$ cat src/rtl/mem_access_unit.sv
`default_nettype none
// ============================================================================
//  Module      : mem_access_unit
//  Description : Big-endian byte/half/word load-store front-end for a
//                word-organised data RAM; sub-word stores use read-modify-write.
//  Revision    : 1.0 - initial release
// ============================================================================
module mem_access_unit #(
    parameter int ADDR_WIDTH = 14,
    parameter int DATA_WIDTH = 32
) (
    input  logic                  Clock,
    input  logic                  Reset,
    input  logic                  Req,
    input  logic                  Wr,
    input  logic [1:0]            Size,
    input  logic                  Signed,
    input  logic [31:0]           Addr,
    input  logic [DATA_WIDTH-1:0] WData,
    output logic                  Busy,
    output logic                  Done,
    output logic                  Fault,
    output logic [DATA_WIDTH-1:0] RData,
    output logic [ADDR_WIDTH-1:0] RamAddress,
    output logic                  RamWrite,
    output logic [DATA_WIDTH-1:0] RamWriteData,
    input  logic [DATA_WIDTH-1:0] RamReadData
);

    localparam logic [1:0] C_SIZE_BYTE = 2'b00;
    localparam logic [1:0] C_SIZE_HALF = 2'b01;
    localparam logic [1:0] C_SIZE_WORD = 2'b10;

    typedef enum logic [2:0] {
        S_IDLE = 3'd0,
        S_RD   = 3'd1,
        S_CAP  = 3'd2,
        S_WR   = 3'd3,
        S_DONE = 3'd4
    } state_t;

    state_t                  state_q, state_d;
    logic                    wr_q, wr_d;
    logic [1:0]              size_q, size_d;
    logic                    signed_q, signed_d;
    logic [1:0]              off_q, off_d;
    logic [15:0]             wdata_q, wdata_d;
    logic                    fault_q, fault_d;
    logic [DATA_WIDTH-1:0]   rdata_q, rdata_d;
    logic [ADDR_WIDTH-1:0]   ramaddr_q, ramaddr_d;
    logic [DATA_WIDTH-1:0]   ramwdata_q, ramwdata_d;

    logic                    w_fault;
    logic [7:0]              w_byte;
    logic [15:0]             w_half;
    logic [DATA_WIDTH-1:0]   w_load;
    logic [DATA_WIDTH-1:0]   w_merged;

    // Acceptance-time checks on the live request inputs
    always_comb begin
        w_fault = 1'b0;
        if (Size == 2'b11)                                  w_fault = 1'b1;
        if (Size == C_SIZE_HALF && Addr[0])                 w_fault = 1'b1;
        if (Size == C_SIZE_WORD && Addr[1:0] != 2'b00)      w_fault = 1'b1;
        if ((Addr >> (ADDR_WIDTH + 2)) != 32'd0)            w_fault = 1'b1;
    end

    // Lane extraction and merge: byte offset 0 is the most significant byte
    always_comb begin
        w_byte   = 8'h00;
        w_half   = off_q[1] ? RamReadData[15:0] : RamReadData[31:16];
        w_merged = RamReadData;
        case (off_q)
            2'd0:    w_byte = RamReadData[31:24];
            2'd1:    w_byte = RamReadData[23:16];
            2'd2:    w_byte = RamReadData[15:8];
            default: w_byte = RamReadData[7:0];
        endcase
        if (size_q == C_SIZE_BYTE) begin
            case (off_q)
                2'd0:    w_merged[31:24] = wdata_q[7:0];
                2'd1:    w_merged[23:16] = wdata_q[7:0];
                2'd2:    w_merged[15:8]  = wdata_q[7:0];
                default: w_merged[7:0]   = wdata_q[7:0];
            endcase
        end else if (off_q[1]) begin
            w_merged[15:0]  = wdata_q;
        end else begin
            w_merged[31:16] = wdata_q;
        end
        case (size_q)
            C_SIZE_BYTE: w_load = {{24{signed_q & w_byte[7]}}, w_byte};
            C_SIZE_HALF: w_load = {{16{signed_q & w_half[15]}}, w_half};
            default:     w_load = RamReadData;
        endcase
    end

    always_comb begin
        state_d    = state_q;
        wr_d       = wr_q;
        size_d     = size_q;
        signed_d   = signed_q;
        off_d      = off_q;
        wdata_d    = wdata_q;
        fault_d    = fault_q;
        rdata_d    = rdata_q;
        ramaddr_d  = ramaddr_q;
        ramwdata_d = ramwdata_q;
        case (state_q)
            S_IDLE: begin
                if (Req) begin
                    wr_d      = Wr;
                    size_d    = Size;
                    signed_d  = Signed;
                    off_d     = Addr[1:0];
                    wdata_d   = WData[15:0];
                    ramaddr_d = Addr[ADDR_WIDTH+1:2];
                    if (w_fault) begin
                        fault_d = 1'b1;
                        state_d = S_DONE;
                    end else if (Wr && Size == C_SIZE_WORD) begin
                        ramwdata_d = WData;
                        state_d    = S_WR;
                    end else begin
                        state_d = S_RD;
                    end
                end
            end
            S_RD:  state_d = S_CAP;
            S_CAP: begin
                if (wr_q) begin
                    ramwdata_d = w_merged;
                    state_d    = S_WR;
                end else begin
                    rdata_d = w_load;
                    state_d = S_DONE;
                end
            end
            S_WR:  state_d = S_DONE;
            S_DONE: begin
                fault_d = 1'b0;
                state_d = S_IDLE;
            end
            default: state_d = S_IDLE;
        endcase
    end

    always_ff @(posedge Clock) begin
        if (Reset) begin
            state_q    <= S_IDLE;
            wr_q       <= 1'b0;
            size_q     <= 2'b00;
            signed_q   <= 1'b0;
            off_q      <= 2'b00;
            wdata_q    <= 16'h0000;
            fault_q    <= 1'b0;
            rdata_q    <= '0;
            ramaddr_q  <= '0;
            ramwdata_q <= '0;
        end else begin
            state_q    <= state_d;
            wr_q       <= wr_d;
            size_q     <= size_d;
            signed_q   <= signed_d;
            off_q      <= off_d;
            wdata_q    <= wdata_d;
            fault_q    <= fault_d;
            rdata_q    <= rdata_d;
            ramaddr_q  <= ramaddr_d;
            ramwdata_q <= ramwdata_d;
        end
    end

    // Gating with Reset suppresses the write on an edge where reset lands
    assign RamWrite     = (state_q == S_WR) & ~Reset;
    assign Busy         = (state_q != S_IDLE);
    assign Done         = (state_q == S_DONE);
    assign Fault        = fault_q;
    assign RData        = rdata_q;
    assign RamAddress   = ramaddr_q;
    assign RamWriteData = ramwdata_q;

endmodule
`default_nettype wire

$ cat config.mk
export PLATFORM = sky130hd
export DESIGN_NAME = mem_access_unit
export DESIGN_NICKNAME = d
export VERILOG_FILES = /design/src/rtl/mem_access_unit.sv
export SDC_FILE = /design/constraint.sdc
export NUM_CORES = 1
export LEC_CHECK = 0
export BUFFER_PORTS_ARGS = -buffer_cell sky130_fd_sc_hd__buf_2
export CORE_ASPECT_RATIO = 0.9
export CORE_UTILIZATION = 51
export CTS_CLUSTER_SIZE = 12
export DETAILED_ROUTE_END_ITERATION = 16
export PLACE_DENSITY = 0.8
export SLEW_MARGIN = 20
export SYNTH_ARGS = -nofsm -noshare
export SYNTH_HDL_FRONTEND = slang
export SYNTH_SLANG_ARGS = --single-unit
$ cat constraint.sdc
create_clock -name Clock -period 2.7 [get_ports Clock]
set_clock_uncertainty 0.05 [all_clocks]
set_input_delay 0.27 -clock Clock [delete_from_list [all_inputs] [get_ports Clock]]
set_output_delay 0.27 -clock Clock [all_outputs]
set_load 0.005 [all_outputs]
==> results of run 1 <==
==> worst max path at each step <==
stage | cells after the start | start | end | slack, ps
after floorplan | 9 | state_q[0]$_SDFFE_PP0P_ | RamWriteData[10]$_SDFFE_PP0P_ | 380
after global placement | 6 | state_q[0]$_SDFFE_PP0P_ | RamWriteData[0]$_SDFFE_PP0P_ | 470
after detailed placement | 6 | state_q[1]$_SDFFE_PP0P_ | RamWriteData[31]$_SDFFE_PP0P_ | 240
after CTS | 6 | state_q[1]$_SDFFE_PP0P_ | RamWriteData[31]$_SDFFE_PP0P_ | 210
after global routing | 6 | state_q[1]$_SDFFE_PP0P_ | RamWriteData[31]$_SDFFE_PP0P_ | 90
final | 6 | state_q[1]$_SDFFE_PP0P_ | RamWriteData[31]$_SDFFE_PP0P_ | 200
==> synth_stat cells (all sizes together) <==
cell    count  share of area, %
nand2     113               7.4
a211oi    112                17
a21oi     106               9.5
dfxtp     104                37
clkbuf     56               3.7
mux2i      38               6.7
nor2b      33               3.6
nor2       31               2.0
o21ai      18               1.6
a221oi     13               2.0
buf        13               2.1
nor3       10              0.88
mux2        9               1.8
nand3       7              0.61
nor4        4              0.44
or3         3              0.42
and2        2              0.22
inv         2              0.13
nand2b      2              0.22
or2         2              0.22
a21o        1              0.13
a22o        1              0.15
a22oi       1              0.13
a311o       1              0.18
a311oi      1              0.15
a31oi       1              0.11
and3b       1              0.15
mux4        1              0.39
nand4       1              0.11
nor3b       1              0.13
nor4b       1              0.15
o21a        1              0.13
o22a        1              0.15
or3b        1              0.15
or4         1              0.13
or4b        1              0.18
==> routing by layer <==
layer,part of all wire [%],vias to the layer above,wire length (um),track usage [%]
met1,45,2791,7970,42.43
met4,2.0,0,356,10.43
met3,8.3,38,1477,4.270
met2,45,311,7902,45.31
met5,0,-,0,0
li1,-,2828,-,-
==> per-stage QoR <==
stage	hold slack, ps	power, W	instances	setup WS [ps]	cell area (um2)
after floorplan	356.0	0.001966	694	382.7	5703
after global placement	390.5	0.002165	978	467.2	6665
after detailed placement	397.0	0.002181	978	238.0	6665
after CTS	106.6	0.003484	994	213.0	6964
after global routing	113.8	0.003614	994	85.00	6964
final	112.5	0.003487	994	199.9	6964
==> worst register-to-register path, cell delays in order, from the launching register on <==
cell	delay [ps]
dfxtp_1	470
or3b_2	530
buf_4	350
a21oi_4	200
buf_4	340
a21oi_1	150
a211oi_1	310
==> report_power, final <==
part | total (W) | internal (W) | switching, W
sequential | 0.00161 | 0.00157 | 0.0000411
clock | 0.00132 | 0.000749 | 0.000574
combinational | 0.000550 | 0.000217 | 0.000333
total | 0.00349 | 0.00254 | 0.000948
==> cell families (layout without fill, tap and decap cells) <==
family | Yosys count | in the layout | synth area share [%]
DFF | 104 | 104 | 36.51
muxes | 48 | 48 | 8.842
and+or+nand+nor | 214 | 214 | 17.11
buffers and inverters | 71 | 219 | 5.946
AOI/OAI and AO/OA | 257 | 257 | 31.59
==> placed cells by master (no fill, tap or decap), types with 2 or more instances in the layout <==
cell type / instances
a211oi_1: 82
a211oi_2: 30
a21oi_1: 105
a221oi_1: 13
and2_1: 2
buf_12: 3
buf_2: 183
buf_4: 15
clkbuf_1: 2
clkbuf_16: 9
dfxtp_1: 103
inv_1: 2
mux2_2: 9
mux2i_1: 38
nand2_1: 113
nand2b_1: 2
nand3_1: 7
nor2_1: 29
nor2b_1: 33
nor3_1: 10
nor4_1: 4
o21ai_0: 17
or2_2: 2
or3_1: 2
==> state kept, by name (all words and copies together), names as in the netlist <==
signal / cells
state_q: 3
off_q: 2
RamWriteData: 32
RData: 32
Fault: 1
size_q: 2
wdata_q: 16
RamAddress: 14
wr_q: 1
signed_q: 1
==> final cells by class <==
type	instances	area [um2]	area share, %
Tap cell	152	190.2	2.731
Sequential cell	104	2083	29.91
Clock inverter	4	52.55	0.7546
Multi-Input combinational cell	519	3296	47.32
Inverter	2	7.507	0.1078
Timing Repair Buffer	201	1089	15.63
Clock buffer	12	246.5	3.539
==> impl_metrics.csv, run 1 <==
group,metric,value,unit
sta,report.final.slew_viol_count,0,
critical_path,path_max_fanout,65,
cts,cts_tree,"yes",
critical_path,crit_path_max_incr_delay,530,ps
critical_path,cp_slowest_cell,"or3b_2",
critical_path,path_buf_inv,2,
drt,drt-pass1-iter-count,6,
drt,via_per_inst,6.004,
layout,area_growth,22.11,%
logic_synthesis,syn_nets,797,
sta,fin_crit,2500,ps
sta,relSlewSlack,38.82,%
power,p_leak,2.951,nW
layout,antenna_cells,0,
critical_path,rr_startpoint,"state_q[1]$_SDFFE_PP0P_",
critical_path,r2r_setup_slack,200,ps
drt,drc_errors,0,
drt,ant_nets,0,
critical_path,cp.arrival,2680,ps
cts,numCtsBuffers,9,
critical_path,crit_top_cell,"buf_4",
layout,nets,940,
worst_hold_path,hp-start,"Addr[6]",
cts,ctsLongestPathBuffers,2,
critical_path,crit_required,2880,ps
global_routing,antenna_found_initial,0,
cts,ctsResizeCount,0,
logic_synthesis,synth_warnings,0,
cts,path_clk_slew,70,ps
power,power.density,500.8,nW/um2
critical_path,cp-end-kind,"flop",
sta,hold_violations,0,
worst_hold_path,holdPathEnd,"RamAddress[4]$_SDFFE_PP0P_",
sta,setup_violations,0,
critical_path,cp_top_family,"buffers and inverters",
job,drv_cap,0,
logic_synthesis,synth_cell_type_count,44,
cts,htree_levels,3,
worst_hold_path,holdCritPathClass,"in -> reg",
logic_synthesis,ys_ff_latch,104,
drt,drtIter0Drc,769,
sta,setup-tns-final,0,ps
sta,max_freq,0.4000,GHz
global_routing,grt_max_degree,66,
cts,root_buffer,"clkbuf_16",
global_routing,gr-total-overflow,0,
die,dieArea,11610,um2
logic_synthesis,syn_avg_cell_area,8.218,um2
global_routing,grt_pass1_wl,26730,um
cts,clock_latency,340,ps
sta,tightest_slew,914.3,ps
placed_design,gp_congestion,0.9072,
critical_path,timing.rr.end,"RamWriteData[31]$_SDFFE_PP0P_",
drt,wire_per_inst,17.81,um
run_status,outcome,"finished clean",
drt,dr_total_vias,5968,
critical_path,reg2reg_depth,6,
critical_path,path_cells,"or3b_2, buf_4, a21oi_4, buf_4, a21oi_1, a211oi_1",
cts,postCtsSetupBuffers,0,
layout,drive_gt1_share,31.35,%
die,num_rows,36,
placed_design,io_buffers,184,
sta,fin_crit_sh,92.60,%
cts,cts_hold_buf,0,
critical_path,crit_path_start_kind,"flop",
drt,drt-total-wl,17710,um
layout,fill_cells,935,
global_routing,gr-usage-all-layers,29.57,%
worst_hold_path,whs_path_depth,3,
die,start_util,52.54,%
critical_path,worstSetupPathType,"reg -> reg",
cts,clock-sinks,104,
logic_synthesis,netlist_instances,694,
layout,postLayoutCoreUtil,64.15,%
die,io_pins,185,
logic_synthesis,seq_area_frac_synth,36.51,%
die,die_w,113.5,um
global_routing,grt_pass1_vias,5193,
power,irDropWorstVdd,0.0002841,V
die,coreArea,10860,um2
sta,rsz0062_at_grt,"false",
logic_synthesis,synthesis.area,5703,um2
placed_design,hpwlAfterDp,12570,um
die,die_y,102.3,um
Power figures use the tool's default switching activity.
==> inputs of run 2 (changes only) <==
Settings changed: CORE_ASPECT_RATIO 0.9 to default, CORE_UTILIZATION 51 to 46, PLACE_DENSITY 0.8 to 0.76.
Clock period 2.7 ns to 2 ns, I/O delays scaled along.
==> impl_metrics.csv, run 2 (synthesis gave the netlist of run 1 again) <==
group,metric,value,unit
run_status,outcome,"finished with violations",
run_status,failed_checks,"negative setup slack",
worst_hold_path,whs_path_depth,3,
layout,design_area,7430,um2
cts,clock_latency,350,ps
sta,hold_violations,0,
die,start_util,47.28,%
layout,nets,969,
drt,via_per_inst,5.806,
placed_design,hpwlAfterDp,13000,um
global_routing,grt_max_degree,49,
layout,drive_gt1_share,34.67,%
sta,fin_crit_sh,105.9,%
die,die_y,113.3,um
cts,path_clk_slew,70,ps
layout,fill_cells,1111,
drt,drt-pass1-iter-count,5,
worst_hold_path,holdPathEnd,"RamAddress[6]$_SDFFE_PP0P_",
die,coreArea,12060,um2
drt,drt-total-wl,18630,um
critical_path,r2r_setup_slack,-120,ps
drt,drc_errors,0,
die,die_w,113.3,um
global_routing,grt_pass1_vias,5458,
placed_design,io_buffers,184,
cts,cts_tree,"yes",
cts,numCtsBuffers,9,
drt,drtIter0Drc,650,
critical_path,crit_path_start_kind,"flop",
placed_design,pre_cts_slack,-109.9,ps
global_routing,antenna_found_initial,0,
global_routing,grt_pass1_wl,28740,um
critical_path,worstSetupPathType,"reg -> reg",
power,power.density,640.5,nW/um2
power,netSwitchingPower,0.001303,W
sta,report.final.slew_viol_count,0,
power,irDropWorstVdd,0.0003879,V
critical_path,path_max_fanout,8,
die,num_rows,40,
sta,max_freq,0.4720,GHz
power,seq_power_share,45.9,%
job,drv_cap,0,
power,p_leak,3.167,nW
layout,mostFrequentLayoutCells,"buf_2 (183), nand2_1 (112), a21oi_1 (104), dfxtp_1 (102), a211oi_1 (81)",
cts,ctsLongestPathBuffers,2,
critical_path,cp.arrival,2350,ps
cts,htree_levels,3,
power,totalPowerFinal,0.004759,W
die,dieArea,12850,um2
sta,setup_violations,32,
layout,postLayoutCoreUtil,61.60,%
sta,relSlewSlack,59.78,%
power,internal_power,0.003455,W
cts,cts_hold_buf,0,
critical_path,rr_startpoint,"state_q[0]$_SDFFE_PP0P_",
drt,wire_per_inst,17.93,um
global_routing,gr-total-overflow,0,
power,power_frac_comb,16.6,%
critical_path,timing.rr.end,"RamWriteData[24]$_SDFFE_PP0P_",
layout,antenna_cells,0,
sta,fin_crit,2118,ps
critical_path,crit_required,2230,ps
sta,worst_slack,-118.4,ps
placed_design,gp_congestion,0.8914,
layout,area_growth,30.28,%
critical_path,reg2reg_depth,7,
drt,dr_total_vias,6032,
die,io_pins,185,
placed_design,postPlaceCellArea,6978,um2
worst_hold_path,holdCritPathClass,"in -> reg",
sta,tightest_slew,603.2,ps
critical_path,cp-end-kind,"flop",
power,p_sw_share,27.39,%
power,clock_power_share,37.5,%
sta,rsz0062_at_grt,"true",
worst_hold_path,hp-start,"Addr[8]",
cts,root_buffer,"clkbuf_16",
layout,final_common_cell,"buf_2",
cts,clock-sinks,104,
global_routing,gr-usage-all-layers,28.80,%
drt,ant_nets,0,
run 2: power groups by stage:
stage               logic [W]  registers (W)  clock network, W
finish               0.000790        0.00218           0.00179
global route         0.000855        0.00219           0.00190
CTS                  0.000775        0.00218           0.00182
detailed placement   0.000758        0.00222                 0
global placement     0.000747        0.00222                 0
floorplan            0.000450        0.00221                 0
run 2: metal layers:
metal / vias up / routed length (um) / global-route usage, %
met5: - / 0 / 0
met4: 0 / 647 / 13.42
met3: 51 / 1544 / 6.267
met2: 284 / 8360 / 44.87
met1: 2816 / 8075 / 37.99
li1: 2881 / - / -
run 2: timing repair:
item                       in CTS  in global routing
pin swaps                       5                 15
cloned                          3                  1
buffers inserted                1                  0
setup endpoints to repair      32                 39
resized for setup               9                  5
run 2: layout make-up:
| cell class | instances | area [um2] | share of cell area [%] |
|---|---|---|---|
| Multi-Input combinational cell | 519 | 3342 | 44.98 |
| Inverter | 2 | 7.507 | 0.1010 |
| Clock buffer | 11 | 242.7 | 3.267 |
| Sequential cell | 104 | 2085 | 28.06 |
| Clock inverter | 5 | 56.30 | 0.7578 |
| Timing Repair Buffer | 230 | 1486 | 20.01 |
| Tap cell | 168 | 210.2 | 2.829 |
run 2: worst max path at each step:
| stage | startpoint | to | cells after the start |
|---|---|---|---|
| floorplan | state_q[0]$_SDFFE_PP0P_ | RamWriteData[10]$_SDFFE_PP0P_ | 9 |
| global placement | state_q[0]$_SDFFE_PP0P_ | RamWriteData[26]$_SDFFE_PP0P_ | 6 |
| detailed placement | state_q[0]$_SDFFE_PP0P_ | RamWriteData[28]$_SDFFE_PP0P_ | 6 |
| CTS | state_q[0]$_SDFFE_PP0P_ | RamWriteData[7]$_SDFFE_PP0P_ | 7 |
| global route | state_q[0]$_SDFFE_PP0P_ | RamWriteData[19]$_SDFFE_PP0P_ | 7 |
| finish | state_q[0]$_SDFFE_PP0P_ | RamWriteData[24]$_SDFFE_PP0P_ | 7 |
run 2: per-stage QoR:
step | TNS, ps | std cells | hold slack, ps
6_report | -2740 | 1039 | 26.68
5_1_grt | -4347 | 1039 | 29.95
4_1_cts | -3244 | 1038 | 19.96
3_5_place_dp | -2837 | 1018 | 393.8
3_3_place_gp | -2284 | 1018 | 390.5
2_1_floorplan | -8900 | 694 | 286.0
run 2: worst max-delay path, cell delays in order, from the launching register on:
cell and delay [ps]:
dfxtp_2 330, or4b_4 550, or3_4 350, a21oi_4 150
buf_8 170, clkbuf_16 180, a21oi_1 80, a211oi_2 190
